## src/rtl/fetch_stall_ctrl.sv

```systemverilog
// Pipeline hazard controller: turns I/D-cache misses, load-use hazards and branch
// redirects into per-register stall/flush controls, and counts PC-stall cycles.
module fetch_stall_ctrl #(
  parameter int CNT_WIDTH = 16
) (
  input  logic                 Clk,
  input  logic                 Rst,
  input  logic                 Imiss,
  input  logic                 Dmiss,
  input  logic                 LoadUse,
  input  logic                 Mispredict,
  output logic                 PCStall,
  output logic                 IF_ID_Stall,
  output logic                 IF_ID_Flush,
  output logic                 ID_EX_Stall,
  output logic                 ID_EX_Flush,
  output logic                 EX_MEM_Stall,
  output logic                 FlushPipeandPC,
  output logic [1:0]           State,
  output logic [CNT_WIDTH-1:0] StallCnt
);

  typedef enum logic [1:0] {
    S_IDLE       = 2'd0,
    S_IMISS      = 2'd1,
    S_IMISS_KILL = 2'd2,
    S_DMISS      = 2'd3
  } state_e;

  typedef struct packed {
    logic pc_stall;
    logic if_id_stall;
    logic if_id_flush;
    logic id_ex_stall;
    logic id_ex_flush;
    logic ex_mem_stall;
    logic flush_pc;
  } ctrl_t;

  state_e               state_q, state_d;
  logic                 redirect_pend_q, redirect_pend_d;
  logic [CNT_WIDTH-1:0] stall_cnt_q, stall_cnt_d;

  ctrl_t  idle_ctrl, ctrl, ctrl_out;
  state_e idle_next;
  logic   idle_pend;

  // IDLE decision, also reused by IMISS on the cycle the instruction returns.
  always_comb begin
    // NOTE: every combinational output gets a default first so no path infers a latch.
    idle_ctrl = '0;
    idle_next = S_IDLE;
    idle_pend = redirect_pend_q;
    if (Dmiss) begin
      idle_ctrl.pc_stall     = 1'b1;
      idle_ctrl.if_id_stall  = 1'b1;
      idle_ctrl.id_ex_stall  = 1'b1;
      idle_ctrl.ex_mem_stall = 1'b1;
      idle_pend              = redirect_pend_q | Mispredict;
      idle_next              = S_DMISS;
    end else if (Mispredict) begin
      idle_ctrl.flush_pc    = 1'b1;
      idle_ctrl.if_id_flush = 1'b1;
      idle_ctrl.id_ex_flush = 1'b1;
    end else if (LoadUse) begin
      idle_ctrl.pc_stall    = 1'b1;
      idle_ctrl.if_id_stall = 1'b1;
      idle_ctrl.id_ex_flush = 1'b1;
    end else if (Imiss) begin
      idle_ctrl.pc_stall    = 1'b1;
      idle_ctrl.if_id_flush = 1'b1;
      idle_next             = S_IMISS;
    end
  end

  always_comb begin
    ctrl            = '0;
    state_d         = state_q;
    redirect_pend_d = redirect_pend_q;
    unique case (state_q)
      S_IDLE: begin
        ctrl            = idle_ctrl;
        state_d         = idle_next;
        redirect_pend_d = idle_pend;
      end
      S_IMISS, S_IMISS_KILL: begin
        if (state_q == S_IMISS && !Imiss) begin
          ctrl            = idle_ctrl;
          state_d         = idle_next;
          redirect_pend_d = idle_pend;
        end else begin
          // Returned instruction in IMISS_KILL is wrong-path: drop it and redirect.
          ctrl.pc_stall    = Imiss;
          ctrl.if_id_flush = 1'b1;
          ctrl.flush_pc    = !Imiss;
          if (!Imiss) state_d = S_IDLE;
          if (Dmiss) begin
            ctrl.id_ex_stall  = 1'b1;
            ctrl.ex_mem_stall = 1'b1;
          end else if (state_q == S_IMISS && Mispredict) begin
            ctrl.id_ex_flush = 1'b1;
            state_d          = S_IMISS_KILL;
          end
        end
      end
      S_DMISS: begin
        if (Dmiss) begin
          ctrl.pc_stall     = 1'b1;
          ctrl.if_id_stall  = 1'b1;
          ctrl.id_ex_stall  = 1'b1;
          ctrl.ex_mem_stall = 1'b1;
          redirect_pend_d   = redirect_pend_q | Mispredict;
        end else begin
          ctrl.flush_pc    = redirect_pend_q;
          ctrl.if_id_flush = redirect_pend_q;
          ctrl.id_ex_flush = redirect_pend_q;
          redirect_pend_d  = 1'b0;
          state_d          = S_IDLE;
        end
      end
      default: state_d = S_IDLE;
    endcase
  end

  assign ctrl_out = Rst ? '0 : ctrl;

  always_comb begin
    stall_cnt_d = stall_cnt_q;
    if (ctrl_out.pc_stall && stall_cnt_q != {CNT_WIDTH{1'b1}})
      stall_cnt_d = stall_cnt_q + 1'b1;
  end

  // NOTE: state uses non-blocking assignments so every flop samples pre-edge values.
  always_ff @(posedge Clk or posedge Rst) begin
    if (Rst) begin
      state_q         <= S_IDLE;
      redirect_pend_q <= 1'b0;
      stall_cnt_q     <= '0;
    end else begin
      state_q         <= state_d;
      redirect_pend_q <= redirect_pend_d;
      stall_cnt_q     <= stall_cnt_d;
    end
  end

  assign PCStall        = ctrl_out.pc_stall;
  assign IF_ID_Stall    = ctrl_out.if_id_stall;
  assign IF_ID_Flush    = ctrl_out.if_id_flush;
  assign ID_EX_Stall    = ctrl_out.id_ex_stall;
  assign ID_EX_Flush    = ctrl_out.id_ex_flush;
  assign EX_MEM_Stall   = ctrl_out.ex_mem_stall;
  assign FlushPipeandPC = ctrl_out.flush_pc;
  assign State          = state_q;
  assign StallCnt       = stall_cnt_q;

endmodule

```

## config.mk

```make
export PLATFORM = sky130hd
export DESIGN_NAME = fetch_stall_ctrl
export DESIGN_NICKNAME = d
export VERILOG_FILES = /design/src/rtl/fetch_stall_ctrl.sv
export SDC_FILE = /design/constraint.sdc
export NUM_CORES = 1
export LEC_CHECK = 0
export BUFFER_PORTS_ARGS = -buffer_cell sky130_fd_sc_hd__buf_2
export CORE_UTILIZATION = 38
export DETAILED_ROUTE_END_ITERATION = 6
export GPL_ROUTABILITY_DRIVEN = 0
export PLACE_DENSITY_LB_ADDON = 0.15
export SLEW_MARGIN = 20
export SYNTH_ARGS = -nofsm -noshare
export SYNTH_HDL_FRONTEND = slang
export SYNTH_SLANG_ARGS = --single-unit
```

## constraint.sdc

```tcl
create_clock -name Clk -period 2.4 [get_ports Clk]
set_input_delay 0.72 -clock Clk [delete_from_list [all_inputs] [get_ports Clk]]
set_output_delay 0.72 -clock Clk [all_outputs]
set_load 0.01 [all_outputs]
```

# Word level (Yosys, flattened, before mapping)
# Cells that the tools add are included.
[op_classes]
add_sub_neg = 1
n_mul = 0
n_div = 0
order_cmp = 0
n_eq_ne = 6
n_shift = 0
n_mux = 36
bitwise_logic = 1
reduce_logical = 6
[op_table]
columns = ["operator", "n"]
rows = [
  ["2-to-1 mux 2 bit", 11],
  ["one-hot mux 7 bit (3 select lines)", 1],
  ["2-to-1 mux 1 bit", 20],
  ["adder 16 x 1 -> 16 bit, second input constant", 1],
  ["!= test 16 bit, second input constant", 1],
  ["2-to-1 mux 7 bit", 1],
  ["one-hot mux 2 bit (3 select lines)", 1],
  ["2-to-1 mux 5 bit", 1],
  ["equality test 2 bit, second input constant", 2],
  ["!= test 2 bit, second input constant", 2],
  ["logical AND 1 bit", 3],
  ["one-hot mux 1 bit (3 select lines)", 1],
  ["equality test 2 x 1 -> 1 bit, second input constant", 1],
  ["zero test 2 bit", 1],
  ["OR reduction 2 bit", 1],
  ["zero test 1 bit", 1],
  ["bitwise OR 1 bit", 1],
]
[totals]
reg_bits = 19
latch_bits = 0
ramBits = 0
romBits = 0
input_bits = 6
mem_count = 0

# Depth between registers and ports, before layout
[logic_depth]
ltp_word = 8
depth_mapped = 9
ltp_nobuf = 8

# Worst setup path after synthesis
# No wires, ideal clock.
[synth_timing]
kind = "reg-to-output"
start = "reg state_q[0], in the netlist State[0]"
end = "out PCStall"
arrival_time_ns = 1.577
required_time_ns = 1.680
slack_ns = 0.103
stages_incl_launch_ff = 8
path_buffers = 1
path_cell_list = "dfrtp_1 inv_1 ha_1 clkbuf_1 nand2_1 a21oi_1 o21ai_4 inv_2"
[synth_via]
elab_chain_len = 5
[synth_lines]
columns = ["element", "line", "source"]
rows = [
  ["start, declared", "40", "state_e state_q, state_d;"],
  ["start signal, assigned", "140", "state_q <= state_d;"],
  ["equality test 2 x 1 -> 1 bit", "80, 87", ""],
  ["logical AND 1 bit", "87", "if (state_q == S_IMISS && !Imiss) begin"],
  ["2-to-1 mux 1 bit", "87", ""],
  ["one-hot mux 7 bit (3 select lines) *", "80", "unique case (state_q)"],
  ["2-to-1 mux 7 bit *", "125", "assign ctrl_out = Rst ? '0 : ctrl;"],
  ["end, declared", "12", "output logic PCStall,"],
]
# Mark *: on every way between the ends. The rest lies on a longest branch, timed or not.

# Worst setup path in the final report
[layout_timing]
start = "reg state_q[0], in the netlist State[0]"
end = "out IF_ID_Flush"
[layout_via]
elab_chain_len = 5
[layout_lines]
columns = ["element", "line", "source"]
rows = [
  ["equality test 2 x 1 -> 1 bit", "80, 87", ""],
  ["logical AND 1 bit", "87", ""],
  ["2-to-1 mux 5 bit", "87", ""],
  ["one-hot mux 7 bit (3 select lines) *", "80", ""],
  ["2-to-1 mux 7 bit *", "125", ""],
  ["end, declared", "14", "output logic IF_ID_Flush,"],
]
# Marked as above.

==> results.py <==
metrics = {
    "sta": {
        "tightest_slew_ns": 0.698,
        "finalMaxSlewViolations": 0,
        "final-setup-viol-count": 2,
        "relSlewSlack_pct": 53.4,
        "fin_setup_tns_ns": -0.0284,
        "max_freq_mhz": 412,
        "finalHoldViolations": 0,
        "period_needed_ns": 2.43,
        "rsz0062_at_grt": "yes",
        "fin_crit_sh_pct": 101,
        "skew_ns": 0.00243,
        "fin_ws_ns": -0.0275,
    },
    "route": {
        "dr.pass1.iters": 4,
        "wl_per_cell_um": 13.3,
        "initialDrtViolationCount": 42,
        "wl_um": 3010,
        "drc": 0,
        "vias": 1186,
        "vias_per_cell": 5.25,
        "drtAntennaViolNets": 0,
    },
    "synth": {
        "synth-edff-count": 0,
        "yosysSeqAreaShare_pct": 38.2,
        "synthesis.nets": 153,
        "synth_area_leader_cell": "dfrtp_1",
        "postSynthCellCount": 143,
        "synth.distinct_cells": 38,
        "yosys_warnings": 0,
        "ys_ff_latch": 19,
        "synth_top_area_share_pct": 38.2,
        "async_flop_share_pct": 100,
        "synthFlopType": "dfrtp_1",
        "synth.avg_cell_area_um2": 8.71,
        "syn_area_mm2": 0.00125,
        "synthTopCellsByArea": "dfrtp_1 38%, a21oi_1 5.6%, xor2_1 4.2%",
    },
    "floorplan": {
        "die_height_um": 59.3,
        "die-area_mm2": 0.00351,
        "io_pins": 31,
        "start_util_pct": 40.5,
        "core.rowCount": 20,
        "core_mm2": 0.00308,
        "dieWidth_um": 59.3,
    },
    "layout": {
        "multi_input_area_um2": 756,
        "n_antenna_cell": 0,
        "drive_above_1_share_pct": 34.6,
        "fin_nets": 193,
        "area_delta_synth_final_pct": 27.3,
        "ff_latch_area_um2": 475,
        "nFillCells": 313,
    },
    "power_and_ir_drop": {
        "design_power_total_mw": 1.60,
        "power_density_mw_per_mm2": 1010,
        "ir_worst_vdd_mv": 0.636,
        "leakage_nw": 0.723,
    },
    "clocking": {
        "clkTransAtPathRegs_ns": 0.10,
        "cts_inserted_buffers": 3,
        "clock-sinks": 19,
        "cts_root_buf": "clkbuf_4",
        "cts_tree": "built",
        "cts_max_path_buffers": 2,
        "clkLatencyLatePin_ns": 0.29,
        "hold_buffers": 0,
        "htreeDepth": 1,
    },
    "run_status": {
        "status": "complete, but fails checks",
        "violations": "setup timing",
    },
    "setup_path": {
        "crit_type": "reg -> out",
        "critPathMaxStageDelay_ns": 0.42,
        "worstSetupEndpointType": "primary output",
        "cpMaxStageDelayCell": "dfrtp_1",
        "start_kind": "register",
        "crit_arrival_ns": 1.71,
        "crit_required_ns": 1.68,
        "critical_path.most_common_cell": "nor2_1",
        "crit_fanout": 5,
        "crit_chain": "buf_4 > ha_4 > nor2b_4 > nand2b_4 > a21oi_2 > nor2_1 > nor2_1 > buf_2",
    },
    "placed_design": {
        "io_buffers": 30,
        "dp_hpwl_um": 2160,
    },
    "global_routing": {
        "overflow": 0,
        "grt_pass1_vias": 1132,
        "grt_pass1_wl_um": 4990,
        "grt_max_degree": 20,
        "antenna_found_initial": 0,
        "gr-usage-all-layers_pct": 18.5,
    },
    "run": {
        "drv_cap": 0,
    },
    "worst_hold_path": {
        "hp-class": "reg -> reg",
    },
}
-- state kept, by name, summed over array words and instances, names as in the netlist --
name and count:
redirect_pend_q 1, StallCnt 16, State 2
-- metal layers --
layer | up-vias | wire length, um | GRT usage, %
met1 | 566 | 1300 | 21.3
met2 | 29 | 1570 | 33.7
met3 | 2 | 131 | 3.06
li1 | 589 | - | -
met5 | - | 0 | 0
met4 | 0 | 12 | 7.48
-- worst paths after layout --
path	startpoint	to	slack [ns]	depth (start not counted)
max in group asynchronous	Rst	StallCnt[3]$_DFFE_PP0P_	1.37	2
min	StallCnt[10]$_DFFE_PP0P_	StallCnt[10]$_DFFE_PP0P_	0.52	1
min in group asynchronous	Rst	StallCnt[6]$_DFFE_PP0P_	0.59	2
min reg2reg	StallCnt[10]$_DFFE_PP0P_	StallCnt[10]$_DFFE_PP0P_	0.52	1
max	State[0]$_DFFE_PP0P_	IF_ID_Flush	-0.03	8
max reg2reg	State[0]$_DFFE_PP0P_	StallCnt[15]$_DFFE_PP0P_	0.42	8
-- cell usage after synthesis, types with 2 or more instances --
cell      number
dfrtp_1       19
a21oi_1       14
nor2_1        12
inv_1         10
nand2_1        9
nand4_1        6
o21ai_0        6
xor2_1         6
nor3_1         5
xnor2_1        5
a211oi_1       4
a31oi_1        4
ha_1           4
nand3_1        4
clkbuf_1       3
nand2b_1       3
nor2b_1        3
nor4_1         3
and3_1         2
nor2b_2        2
o22ai_1        2
-- cells by family after synthesis --
kind of cell	Yosys count	share of synthesized area (%)
simple gates	55	24.5
compound gates	35	17.5
flops	19	38.2
buf+inv	17	6.12
xor+xnor	11	7.73
fa+ha+maj	4	4.02
mux	2	2.01
-- layout by cell type (no fill, tap or decap), drive strengths merged, types with 3 or more instances in the layout --
cell,instances
a31oi,4
nand2b,3
xnor2,5
nor3,5
a21oi,14
nor4,3
ha,4
buf,41
dfrtp,19
o21ai,7
nor2b,5
nand3,4
xor2,6
nand2,9
clkbuf,4
inv,11
a211oi,4
nand4,7
nor2,13
-- power by group --
| part | internal, mW | switching [mW] | total (mW) |
|---|---|---|---|
| Combinational | 0.430 | 0.498 | 0.928 |
| Clock | 0.0646 | 0.0931 | 0.158 |
| Sequential | 0.406 | 0.110 | 0.516 |
-- worst max-delay path, delay by kind of cell (launching register included) --
family                   cells  cell delay [ns]
flip-flops                   1             0.42
AND/OR/NAND/NOR              4             0.42
adder cells (fa/ha/maj)      1             0.17
AO/OA/AOI/OAI                1             0.12
buffers and inverters        2             0.28
-- stage by stage --
step | util (%) | instances | area (um^2) | hold WS, ns | setup WS [ns]
floorplan | - | 143 | 1250 | 0.500 | 0.103
global placement | 47.7 | 218 | 1470 | 0.498 | 0.101
detailed placement | 47.7 | 218 | 1470 | 0.507 | 0.0678
CTS | 51.5 | 226 | 1590 | 0.526 | -0.00895
global route | 51.5 | 226 | 1590 | 0.548 | -0.145
finish | 51.5 | 226 | 1590 | 0.521 | -0.0275
-- cell type report --
class	count	share of cell area, %
Multi-Input combinational cell	107	47.6
Tap cell	44	3.47
Sequential cell	19	30.0
Timing Repair Buffer	41	14.7
Inverter	11	2.60
Clock buffer	4	1.66
-- what timing repair did --
action	CTS	global route
resized for setup	15	0
pin swaps	2	2
endpoints found under the setup margin	5	5
buffers inserted	4	0
cloned	0	0
No activity file was read; power rests on OpenSTA's default activity.
